`src/rtl/delay_ext_mem_bridge.sv`:
```
// Bridges the delay line's per-sample memory port to a waitrequest-based memory master.
// Each sample tick issues at most one write followed by one read, and the read word is held until the next capture.
`timescale 1ns/1ps
module delay_ext_mem_bridge #(
    parameter int DWIDTH     = 16,
    parameter int AWIDTH     = 16,
    parameter int MEM_AWIDTH = 24,
    parameter logic [MEM_AWIDTH-1:0] BASE_ADDR = '0
) (
    input  logic                  clk_i,
    input  logic                  rst_n_i,
    input  logic                  sample_tick_i,
    input  logic                  write_enable_i,
    input  logic [AWIDTH-1:0]     write_address_i,
    input  logic [DWIDTH-1:0]     writedata_i,
    input  logic [AWIDTH-1:0]     read_address_i,
    output logic [DWIDTH-1:0]     readdata_o,
    output logic [MEM_AWIDTH-1:0] avm_address_o,
    output logic                  avm_write_o,
    output logic [DWIDTH-1:0]     avm_writedata_o,
    output logic                  avm_read_o,
    input  logic                  avm_waitrequest_i,
    input  logic                  avm_readdatavalid_i,
    input  logic [DWIDTH-1:0]     avm_readdata_i,
    output logic                  busy_o,
    output logic                  overrun_o,
    output logic [1:0]            state_o
);

    // Handshake: a request (avm_write_o / avm_read_o) is held with constant address
    // and data while avm_waitrequest_i is high, and is accepted on the first cycle
    // it is low. Read data is returned later by a one-cycle avm_readdatavalid_i.
    localparam logic [1:0] IDLE_S    = 2'd0;
    localparam logic [1:0] WRITE_S   = 2'd1;
    localparam logic [1:0] READ_S    = 2'd2;
    localparam logic [1:0] WAIT_RD_S = 2'd3;

    logic [1:0]            state;
    logic [AWIDTH-1:0]     cap_waddr;
    logic [AWIDTH-1:0]     cap_raddr;
    logic [DWIDTH-1:0]     cap_wdata;
    logic [DWIDTH-1:0]     readdata_q;
    logic                  overrun_q;
    logic [MEM_AWIDTH-1:0] wr_mem_addr;
    logic [MEM_AWIDTH-1:0] rd_mem_addr;

    always_ff @(posedge clk_i or negedge rst_n_i) begin
        if (!rst_n_i) begin
            state      <= IDLE_S;
            cap_waddr  <= '0;
            cap_raddr  <= '0;
            cap_wdata  <= '0;
            readdata_q <= '0;
            overrun_q  <= 1'b0;
        end else begin
            // Ticks arriving mid-transaction are dropped, not queued.
            if (sample_tick_i && (state != IDLE_S)) begin
                overrun_q <= 1'b1;
            end
            case (state)
                IDLE_S: begin
                    if (sample_tick_i) begin
                        cap_waddr <= write_address_i;
                        cap_raddr <= read_address_i;
                        cap_wdata <= writedata_i;
                        state     <= write_enable_i ? WRITE_S : READ_S;
                    end
                end
                WRITE_S: begin
                    if (!avm_waitrequest_i) begin
                        state <= READ_S;
                    end
                end
                READ_S: begin
                    if (!avm_waitrequest_i) begin
                        if (avm_readdatavalid_i) begin
                            readdata_q <= avm_readdata_i;
                            state      <= IDLE_S;
                        end else begin
                            state <= WAIT_RD_S;
                        end
                    end
                end
                WAIT_RD_S: begin
                    if (avm_readdatavalid_i) begin
                        readdata_q <= avm_readdata_i;
                        state      <= IDLE_S;
                    end
                end
                default: state <= IDLE_S;
            endcase
        end
    end

    // Address arithmetic wraps modulo 2**MEM_AWIDTH.
    assign wr_mem_addr = BASE_ADDR + MEM_AWIDTH'(cap_waddr);
    assign rd_mem_addr = BASE_ADDR + MEM_AWIDTH'(cap_raddr);

    always_comb begin
        avm_address_o   = '0;
        avm_writedata_o = '0;
        avm_write_o     = 1'b0;
        avm_read_o      = 1'b0;
        if (state == WRITE_S) begin
            avm_write_o     = 1'b1;
            avm_address_o   = wr_mem_addr;
            avm_writedata_o = cap_wdata;
        end else if (state == READ_S) begin
            avm_read_o    = 1'b1;
            avm_address_o = rd_mem_addr;
        end
    end

    assign readdata_o = readdata_q;
    assign busy_o     = (state != IDLE_S);
    assign overrun_o  = overrun_q;
    assign state_o    = state;

endmodule

```
`config.mk`:
```
export PLATFORM = sky130hd
export DESIGN_NAME = delay_ext_mem_bridge
export DESIGN_NICKNAME = d
export VERILOG_FILES = /design/src/rtl/delay_ext_mem_bridge.sv
export SDC_FILE = /design/constraint.sdc
export NUM_CORES = 1
export LEC_CHECK = 0
export CAP_MARGIN = 40
export CORE_MARGIN = 2
export CORE_UTILIZATION = 43
export CTS_BUF_LIST = sky130_fd_sc_hd__clkbuf_4 sky130_fd_sc_hd__clkbuf_8
export CTS_CLUSTER_SIZE = 24
export DETAILED_ROUTE_END_ITERATION = 10
export GPL_ROUTABILITY_DRIVEN = 0
export PLACE_DENSITY = 0.84
export RECOVER_POWER = 100
export SKIP_CTS_REPAIR_TIMING = 1
export SLEW_MARGIN = 10
export SYNTH_ARGS = -nofsm -noshare
export SYNTH_HDL_FRONTEND = slang
export SYNTH_SLANG_ARGS = --single-unit
```
`constraint.sdc`:
```
create_clock -name clk_i -period 1.7 [get_ports clk_i]
set_input_delay 0.34 -clock clk_i [delete_from_list [all_inputs] [get_ports clk_i]]
set_output_delay 0.34 -clock clk_i [all_outputs]
set_load 0.01 [all_outputs]
```
==> metrics.cfg <==
[synthesis]
synth-seq-cells=67
synth_area_leaders=dfrtp_1 (57%), mux2_2 (17%), mux2_4 (10%)
yosysTopAreaCell=dfrtp_1
synth_top_area_share_pct=56.7
synth_cells=200
netlist_area_mm2=0.00296
yosysUniqueCellTypes=22
synth-warning-count=0
post_synth.cell_area_avg_um2=14.8
seq_area_frac_synth_pct=56.7

[die]
die_h_um=86.9
start_util_pct=44.0
core.rowCount=30
dieArea_mm2=0.00756
num_io_pins=132
fp.coreArea_mm2=0.00672
die_w_um=86.9

[grt]
gr-total-overflow=0
grt_max_degree=29
antenna_found_initial=0
grt_pass1_wl_um=10600
globalRouteTotalUtil_pct=18.4
grt_pass1_vias=2245

[cts]
insertion_delay_ns=0.33
htreeDepth=3
cts-root-buf=clkbuf_8
cts_buffers=9
clk_path_buf_depth=2
tritoncts=done
clk_pin_slew_worst_paths_ns=0.07
clock-sinks=67

[sta]
finalSetupViolCount=32
skew_ns=0.00747
slew_violations=0
rsz0062_at_grt=yes
relSlewSlack_pct=61.3
setup_ws_ns=-0.212
post-route-period-util_pct=112
worst_pin_slew_ns=0.581
min_period_ns=1.91
fin_setup_tns_ns=-4.30
finalHoldViolCount=0
clock.fmax_mhz=523

[detailed_routing]
avgRoutedWirePerCell_um=16.1
drc=0
vias=2137
antenna_left=0
wirelength_um=7080
drtPass1Iterations=4
drtIter0Drc=88
viasPerCell=4.86

[worst_setup_path]
critPathMaxStageDelay_ns=0.40
cp_top_family=buffers and inverters
critical_path_class=reg -> out
cp.required_ns=1.36
crit_arrival_ns=1.57
crit_chain=inv_2 -> nor2_4 -> buf_6 -> buf_12 -> buf_4 -> a22o_1 -> clkbuf_2
crit_buf_inv=5
critPathMaxFanout=4
slowest_stage=dfrtp_1
end_kind=primary output
rr_startpoint=state_o[1]$_DFFE_PN0P_
crit_start=state_o[0]$_DFFE_PN0P_
startpoint_type=flop

[cells_and_area]
drive_above_1_share_pct=39.4
final_nets=425
fill_cells=494
ff_latch_area_mm2=0.00168
syn2layout_area_growth_pct=60.0
diodes=0
final_common_cell=clkdlybuf4s50_1
multi_input_area_mm2=0.00118
layout_common_cells=clkdlybuf4s50_1 (85), dfrtp_1 (67), mux2_2 (44)

[power]
powerDensity_mw_per_mm2=1810
ir_worst_vdd_mv=0.890
power_mw=8.56
leakage_nw=2.33

[placement]
io_buffers=123
hpwl_um=4970

[outcome]
violations=setup timing
outcome=complete, but fails checks

[hold_path]
hold_path.startpoint=overrun_o$_DFFE_PN0P_
hold_class=reg -> reg

[run]
cap_violations=0

## area by class of cell
| cell class | count | share of cell area, % |
|---|---|---|
| Timing Repair Buffer | 156 | 33.0 |
| Inverter | 4 | 0.317 |
| Tap cell | 80 | 2.12 |
| Sequential cell | 67 | 35.4 |
| Clock inverter | 5 | 1.11 |
| Clock buffer | 11 | 3.07 |
| Multi-Input combinational cell | 117 | 24.9 |
## cell usage after synthesis
library cell,n
a21o_1,1
a32o_1,1
nand2_1,2
buf_6,4
nor2_2,1
clkbuf_1,2
buf_4,8
buf_2,5
nor2_1,1
a211o_1,1
nor3_1,1
a22o_1,17
inv_1,4
a21oi_2,1
mux2_4,20
a211oi_1,1
mux2_2,44
conb_1,1
and2_1,16
dfrtp_1,67
and2_4,1
nor2b_1,1
## where the power goes
part           leakage [nW]  internal, mW  total (mW)  switching (mW)
logic                  1.44          2.78        4.41            1.62
registers             0.788          2.41        2.85           0.446
clock network         0.103         0.726        1.30           0.572
total                  2.33          5.92        8.56            2.64
## layer usage
metal	global-route usage, %	wire, µm	up-vias
met4	7.24	75	0
li1	-	-	1004
met5	0	0	-
met2	30.1	3640	75
met1	23.2	2980	1050
met3	4.93	382	8
## worst register-to-register path, delay by kind of cell, from the launching register on
family,cells,cell delay [ns]
flops,1,0.42
buf+inv,2,0.37
mux,1,0.36
simple gates,2,0.31
## worst paths after layout
kind / endpoint / slack, ns / cells past startpoint
worst min register to register: overrun_o$_DFFE_PN0P_ / 0.49 / 1
worst max-delay path: avm_address_o[14] / -0.21 / 7
worst min-delay path: overrun_o$_DFFE_PN0P_ / 0.49 / 1
worst max register to register: cap_waddr[6]$_DFFE_PN0P_ / 0.12 / 5
max in group asynchronous: cap_raddr[12]$_DFFE_PN0P_ / 0.23 / 3
min in group asynchronous: readdata_o[10]$_DFFE_PN0P_ / 0.50 / 2
## through the flow
| step | instance area [µm²] | worst slack (ns) | hold WS, ns | instances | utilization [%] |
|---|---|---|---|---|---|
| floorplan | 2980 | 0.105 | 0.0444 | 207 | - |
| global placement | 4370 | -0.121 | 0.309 | 407 | 65.1 |
| detailed placement | 4370 | -0.149 | 0.328 | 407 | 65.1 |
| CTS | 4570 | -0.523 | -0.0429 | 423 | 68.0 |
| global route | 4730 | -0.302 | 0.513 | 440 | 70.4 |
| finish | 4730 | -0.212 | 0.490 | 440 | 70.4 |
## registers in the layout (all words and copies together), names as in the netlist
signal	count
cap_waddr	16
readdata_o	16
cap_raddr	16
overrun_o	1
state_o	2
cap_wdata	16
## cell families (layout without fill, tap and decap cells)
family                 Yosys count  after routing  synth area share (%)
DFF                             67             67                  56.7
muxes                           64             64                  26.9
and+or+nand+nor                 23             23                  4.65
buffers and inverters           23            176                  5.16
AOI/OAI and AO/OA               22             22                  6.47
other                            1              8                 0.127
Note: power is estimated with default switching activity, not from simulation.
